<file path="src/rtl/change_dispenser_pkg.sv">
// rtl/change_dispenser_pkg.sv - shared states, coin codes and denominations for change_dispenser
package change_disp_pkg;

  typedef enum logic [2:0] {
    ST_IDLE,
    ST_LOAD,
    ST_SEL,
    ST_PULSE,
    ST_GAP,
    ST_DONE
  } state_t;

  localparam logic [1:0] COIN_NONE = 2'b00;
  localparam logic [1:0] COIN_10   = 2'b10;
  localparam logic [1:0] COIN_1    = 2'b01;
  localparam logic [1:0] COIN_05   = 2'b11;

  // Amounts are Q1: half-yuan units
  localparam logic [5:0] DEN_10 = 6'd20;
  localparam logic [5:0] DEN_1  = 6'd2;
  localparam logic [5:0] DEN_05 = 6'd1;

  function automatic logic [1:0] pick_coin(input logic [5:0] amt);
    if (amt >= DEN_10)      return COIN_10;
    else if (amt >= DEN_1)  return COIN_1;
    else if (amt == DEN_05) return COIN_05;
    else                    return COIN_NONE;
  endfunction

  function automatic logic [5:0] coin_value(input logic [1:0] coin);
    case (coin)
      COIN_10: return DEN_10;
      COIN_1:  return DEN_1;
      COIN_05: return DEN_05;
      default: return 6'd0;
    endcase
  endfunction

endpackage

</file>
<file path="src/rtl/change_dispenser_if.sv">
// rtl/change_dispenser_if.sv - request/payout signal bundle for change_dispenser
interface change_dispenser_if;

  logic       charge_req;
  logic [5:0] charge_amt;
  logic       coin_ack;
  logic       busy;
  logic       coin_out;
  logic [1:0] coin_type;
  logic [5:0] remain;
  logic       done;
  logic       fault;

  modport slave (
    input  charge_req, charge_amt, coin_ack,
    output busy, coin_out, coin_type, remain, done, fault
  );

  modport master (
    output charge_req, charge_amt, coin_ack,
    input  busy, coin_out, coin_type, remain, done, fault
  );

endinterface

</file>
<file path="src/rtl/change_gap_timer.sv">
// rtl/change_gap_timer.sv - 8-bit down-counter timing the inter-coin gap or ack timeout
module change_gap_timer (
  input  logic       clk,
  input  logic       rst_n,
  input  logic [7:0] i_load,
  input  logic       i_start,
  output logic       o_expired
);

  logic [7:0] r_count;

  always_ff @(posedge clk or negedge rst_n) begin
    if (!rst_n) begin
      r_count <= 8'd0;
    end else if (i_start) begin
      r_count <= i_load;
    end else if (r_count != 8'd0) begin
      r_count <= r_count - 8'd1;
    end
  end

  // Loaded with N-1, so expiry falls on the N-th cycle after start
  assign o_expired = (r_count == 8'd0);

endmodule

</file>
<file path="src/rtl/change_dispenser.sv">
// rtl/change_dispenser.sv - greedy coin payout FSM
// CHANGE_DISP_ACK_EN: wait for coin_ack after each pulse, with ACK_TIMEOUT fault
module change_dispenser
  import change_disp_pkg::*;
#(
  parameter int unsigned GAP_CYCLES  = 4,
  parameter int unsigned ACK_TIMEOUT = 255
) (
  input  logic               clk,
  input  logic               rst_n,
  change_dispenser_if.slave  bus
);

  state_t     r_state;
  logic [5:0] r_remain;
  logic       r_busy;
  logic       r_coin_out;
  logic [1:0] r_coin_type;
  logic       r_done;
  logic       r_fault;

  logic [1:0] w_coin;
  logic [7:0] w_timer_load;
  logic       w_timer_start;
  logic       w_expired;

  assign w_coin        = pick_coin(r_remain);
  assign w_timer_start = (r_state == ST_PULSE);

`ifdef CHANGE_DISP_ACK_EN
  assign w_timer_load = 8'(ACK_TIMEOUT - 1);
`else
  logic w_unused_ack;
  assign w_timer_load = 8'(GAP_CYCLES - 1);
  assign w_unused_ack = bus.coin_ack | (ACK_TIMEOUT == 0);
`endif

  change_gap_timer u_gap_timer (
    .clk       (clk),
    .rst_n     (rst_n),
    .i_load    (w_timer_load),
    .i_start   (w_timer_start),
    .o_expired (w_expired)
  );

  always_ff @(posedge clk or negedge rst_n) begin
    if (!rst_n) begin
      r_state     <= ST_IDLE;
      r_remain    <= 6'd0;
      r_busy      <= 1'b0;
      r_coin_out  <= 1'b0;
      r_coin_type <= COIN_NONE;
      r_done      <= 1'b0;
      r_fault     <= 1'b0;
    end else begin
      r_coin_out  <= 1'b0;
      r_coin_type <= COIN_NONE;
      r_done      <= 1'b0;
      case (r_state)
        ST_IDLE: begin
          if (bus.charge_req) begin
            r_remain <= bus.charge_amt;
            r_busy   <= 1'b1;
            r_fault  <= 1'b0;
            r_state  <= ST_LOAD;
          end
        end
        ST_LOAD: r_state <= ST_SEL;
        ST_SEL: begin
          if (r_remain == 6'd0) begin
            r_done  <= 1'b1;
            r_state <= ST_DONE;
          end else begin
            // Coin chosen never exceeds remain, so this cannot underflow
            r_coin_out  <= 1'b1;
            r_coin_type <= w_coin;
            r_remain    <= r_remain - coin_value(w_coin);
            r_state     <= ST_PULSE;
          end
        end
        ST_PULSE: r_state <= ST_GAP;
        ST_GAP: begin
`ifdef CHANGE_DISP_ACK_EN
          if (bus.coin_ack) begin
            r_state <= ST_SEL;
          end else if (w_expired) begin
            r_fault <= 1'b1;
            r_done  <= 1'b1;
            r_state <= ST_DONE;
          end
`else
          if (w_expired) r_state <= ST_SEL;
`endif
        end
        ST_DONE: begin
          r_busy  <= 1'b0;
          r_state <= ST_IDLE;
        end
        default: r_state <= ST_IDLE;
      endcase
    end
  end

  assign bus.busy      = r_busy;
  assign bus.coin_out  = r_coin_out;
  assign bus.coin_type = r_coin_type;
  assign bus.remain    = r_remain;
  assign bus.done      = r_done;
`ifdef CHANGE_DISP_ACK_EN
  assign bus.fault     = r_fault;
`else
  assign bus.fault     = 1'b0;
`endif

endmodule

</file>
<file path="src/flat_wrapper.sv">
// flat-port wrapper written by rule: the top's interface ports become plain ports
module change_dispenser_flat import change_disp_pkg::*;
#(
  parameter int unsigned GAP_CYCLES  = 4,
  parameter int unsigned ACK_TIMEOUT = 255
)
  (clk, rst_n, bus_charge_req, bus_charge_amt, bus_coin_ack, bus_busy, bus_coin_out, bus_coin_type, bus_remain, bus_done, bus_fault);
  change_dispenser_if bus_i ();
  input  logic clk;
  input  logic rst_n;
  input wire logic [$bits(bus_i.charge_req)-1:0] bus_charge_req;
  input wire logic [$bits(bus_i.charge_amt)-1:0] bus_charge_amt;
  input wire logic [$bits(bus_i.coin_ack)-1:0] bus_coin_ack;
  output wire logic [$bits(bus_i.busy)-1:0] bus_busy;
  output wire logic [$bits(bus_i.coin_out)-1:0] bus_coin_out;
  output wire logic [$bits(bus_i.coin_type)-1:0] bus_coin_type;
  output wire logic [$bits(bus_i.remain)-1:0] bus_remain;
  output wire logic [$bits(bus_i.done)-1:0] bus_done;
  output wire logic [$bits(bus_i.fault)-1:0] bus_fault;
  assign bus_i.charge_req = bus_charge_req;
  assign bus_i.charge_amt = bus_charge_amt;
  assign bus_i.coin_ack = bus_coin_ack;
  assign bus_busy = bus_i.busy;
  assign bus_coin_out = bus_i.coin_out;
  assign bus_coin_type = bus_i.coin_type;
  assign bus_remain = bus_i.remain;
  assign bus_done = bus_i.done;
  assign bus_fault = bus_i.fault;
  change_dispenser #(.GAP_CYCLES(GAP_CYCLES), .ACK_TIMEOUT(ACK_TIMEOUT)) u_core (.clk(clk), .rst_n(rst_n), .bus(bus_i));
endmodule
</file>
<file path="config.mk">
export PLATFORM = sky130hd
export DESIGN_NAME = change_dispenser_flat
export DESIGN_NICKNAME = d
export VERILOG_FILES = /design/src/rtl/change_dispenser_pkg.sv /design/src/rtl/change_dispenser_if.sv /design/src/rtl/change_gap_timer.sv /design/src/rtl/change_dispenser.sv /design/src/flat_wrapper.sv
export SDC_FILE = /design/constraint.sdc
export NUM_CORES = 1
export LEC_CHECK = 0
export ABC_CLOCK_PERIOD_IN_PS = 3100
export BUFFER_PORTS_ARGS = -buffer_cell sky130_fd_sc_hd__buf_2
export CAP_MARGIN = 20
export CORE_ASPECT_RATIO = 0.9
export CORE_MARGIN = 2
export CORE_UTILIZATION = 54
export DETAILED_ROUTE_END_ITERATION = 10
export PLACE_DENSITY = 0.9
export SETUP_SLACK_MARGIN = 0.02
export SLEW_MARGIN = 20
export SYNTH_ARGS = -nofsm -noshare
export SYNTH_HDL_FRONTEND = slang
export SYNTH_SLANG_ARGS = --single-unit
</file>
<file path="constraint.sdc">
create_clock -name clk -period 3.1 [get_ports clk]
set_input_delay 0.155 -clock clk [delete_from_list [all_inputs] [get_ports clk]]
set_output_delay 0.155 -clock clk [all_outputs]
set_load 0.01 [all_outputs]
</file>
==> flow_metrics.tcl <==
set metrics [dict create \
    run_status "completed" \
    syn_inst 122 \
    post-route-min-period_ps 2750 \
    post_synth_main_area_contributors "dfrtp_1 (45%), ha_1 (6.2%), nor2_1 (4.3%)" \
    kind_of_start_point_of_the_critical_path "flip-flop" \
    layout.cells.most_common "dfrtp_1" \
    tightestPinTransition_ps 518 \
    cts.sinks 22 \
    grt_pass1_wl_um 4130 \
    synthesized_flop_and_latch_total 22 \
    drc 0 \
    cts_setup_buffers 0 \
    crit_reg_reg_startpoint "u_core.bus.remain[2]" \
    wire_per_inst_um 14.7 \
    clock.fmax_ghz 0.364 \
    arrival_ps 2950 \
    worst_setup_path_end_kind "flip-flop" \
    critical_path.slowest_cell "or4_4" \
    grt-ovfl-total 0 \
    timing.critical_path.cells "or4_4 > nand2_1 > ha_1 > nor2b_1 > o21a_1 > or3_1 > a31o_1 > a221o_1" \
    cts_made_buffers 3 \
    totalNegativeSetupSlack_ps 0 \
    crit_path_max_fanout 5 \
    insertion_delay_ps 310 \
    netlist-cell-type-count 39 \
    grt_max_degree 23 \
    worst_setup_path_startpoint "u_core.bus.remain[2]" \
    number_of_global_route_vias_before_repair 917 \
    fill_cells 193 \
    timing.final.max_slew_violations 0 \
    min-delay-path-class "in2reg" \
    postLayoutCoreUtil 0.638 \
    detailed_place_hpwl_um 1950 \
    syn_area_um2 1220 \
    layout_skew_ps 11.9 \
    worst_supply_voltage_drop_on_vdd_v 0.000602 \
    final-setup-viol-count 0 \
    io_pins 22 \
    die_area_um2 2660 \
    synthesis.nets 139 \
    use_met1 0.285 \
    cts_tree "built" \
    crit_path_max_incr_delay_ps 600 \
    dr_total_vias 999 \
    sequential_cell_area_um2 551 \
    final_antenna_net_count 0 \
    placeableCoreArea_um2 2160 \
    criticalPathCategory "reg2reg" \
    worstReg2RegEnd "u_core.bus.remain[3]" \
    gp_routability_congestion 0.894 \
    initial_detailed_routing_violation_count 29 \
    sequential_element_share_of_the_synthesized_area 0.451 \
    cts_max_path_buffers 2 \
    most-common-layout-cells "dfrtp_1 (22), buf_2 (19), nor2_1 (14)" \
    area_growth_syn_to_layout_pct 13.1 \
    antennaDiodeCount 0 \
    initial_core_util 0.564 \
    htree_levels 1 \
    timing.critical_path.depth 8 \
    dr.pass1.iters 5 \
    cts_root_buf "clkbuf_4" \
    layout-drive-gt1-share 0.210 \
    syn_avg_cell_area_um2 10.0 \
    number_of_port_buffers 19 \
    postRouteWirelength_um 2510 \
    synth_top_cell_by_area "dfrtp_1" \
    vias_per_cell 5.88 \
    yosys.area.top_type_share 0.451 \
    p_leak_uw 0.000633 \
    timing.max_cap.violations 0 \
    grt_antenna_before_repair 0 \
    timing.critical_path.max_delay_family "simple AND/OR/NAND/NOR gates" \
    grtUsageMet2 0.352 \
    rsz_0062_raised_after_global_routing "no" \
    final.period_utilization 0.887 \
    globalRoute.busiestLayer "met2" \
    met3_routing_resource_usage_after_global_routing 0.0368 \
    die_width_um 54.1 \
    rows 16 \
    timing.critical_path.to "u_core.bus.remain[3]" \
    crit_required_ps 3300 \
    multiInputGateArea_um2 628 \
    netSwitchingFraction 0.450 \
    worstRegToRegCells 8 \
    cellInternalPower_uw 892 \
    clock_input_transition_at_the_sequential_cells_of_the_worst_setup_and_hold_paths_ps 130 \
    powerDensity_nw_per_um2 1170 \
    ff2ff_setup_slack_ps 350 \
    power_uw 1620 \
    grt_util_all_layers 0.214 \
    clock_power_share 0.098 \
    timing.final.hold_violations 0 \
    crit_buf_inv 0 \
    max-slew-margin-rel 0.652 \
    floorplan.die.height_um 49.1 \
    finalNetCount 161 \
    p_seq_frac 0.355 \
    p_comb_frac 0.547 \
    p_switching_uw 730 \
    yosysWarningCount 0 \
]
cells in the mapped netlist (all sizes together):
master  count
nand2       8
o31ai       1
mux2i       2
o21ai       7
nand2b      3
clkinv      1
nor2b       2
a211o       1
xnor2       5
nand4b      1
a31o        1
o21a        3
dfrtp      22
a222oi      1
conb        1
mux2        1
ha          6
nor4b       1
or3         3
and2        2
nor4        4
a211oi      3
inv         6
a21oi       6
fa          1
or4         1
nor3        7
nor2       15
a221o       2
clkbuf      2
buf         1
a22oi       1
a32oi       1
logic make-up after synthesis:
family | Yosys count | synth area share
and+or+nand+nor | 47 | 0.221
AOI/OAI and AO/OA | 27 | 0.152
DFF | 22 | 0.451
buffers and inverters | 10 | 0.0338
adders and majority gates | 7 | 0.0779
xor gates and xnor gates | 5 | 0.0359
muxes | 3 | 0.0256
other | 1 | 0.00307
layout make-up:
cell class,instances,share of cell area
clock buffers,4,0.0263
inverters,7,0.0190
multi-input cells,90,0.455
flip-flops and latches,22,0.399
well taps,27,0.0245
repair buffers,20,0.0762
how the worst min path moves through the flow:
stage / from / to / slack (ps) / cells after the start
floorplan: rst_n / u_core.bus.busy / -140 / 0
global placement: rst_n / u_core.bus.remain[4] / 130 / 1
detailed placement: rst_n / u_core.bus.remain[0] / 140 / 1
CTS: bus_charge_amt[1] / u_core.bus.remain[1] / 50 / 3
global route: bus_charge_amt[1] / u_core.bus.remain[1] / 60 / 3
finish: bus_charge_amt[1] / u_core.bus.remain[1] / 40 / 3
stage by stage:
step                      setup slack [ps]  instance area, um^2  instances  hold slack (ps)
after floorplan                        526                 1220        122             -141
after global placement                 448                 1330        165              134
after detailed placement               386                 1330        165              142
after CTS                              371                 1380        170             47.2
after global routing                   224                 1380        170             56.6
final                                  350                 1380        170             43.0
routing by layer:
| layer | vias to the layer above | routed length [um] |
|---|---|---|
| met5 | - | 0 |
| met4 | 0 | 30 |
| met3 | 5 | 105 |
| met2 | 30 | 1290 |
| met1 | 485 | 1080 |
| li1 | 479 | - |
sequential cells by signal, summed over array words and instances (netlist names):
| name | count |
|---|---|
| u_core.bus.remain | 6 |
| u_core.bus.coin_type | 2 |
| u_core.bus.coin_out | 1 |
| u_core.bus.busy | 1 |
| u_core.bus.done | 1 |
| u_core.u_gap_timer.r_count | 8 |
| u_core.r_state | 3 |
power by group through the flow:
stage / clock network [uW] / logic, uW / registers [uW]
CTS: 158 / 894 / 572
finish: 159 / 888 / 575
floorplan: 0 / 667 / 564
global placement: 0 / 828 / 567
detailed placement: 0 / 887 / 576
global route: 172 / 991 / 597
worst reg2reg max path, cell delays in order (launching register included):
cell and delay [ps]:
dfrtp_1 470, or4_4 600, nand2_1 160, ha_1 250, nor2b_1 130, o21a_1 180
or3_1 340, a31o_1 230, a221o_1 290
what timing repair did:
item	4_1_cts	5_1_grt
hold buffers	1	0
hold endpoints to repair	22	0
resized for setup	0	0
Note: power is estimated with default switching activity, not from simulation.
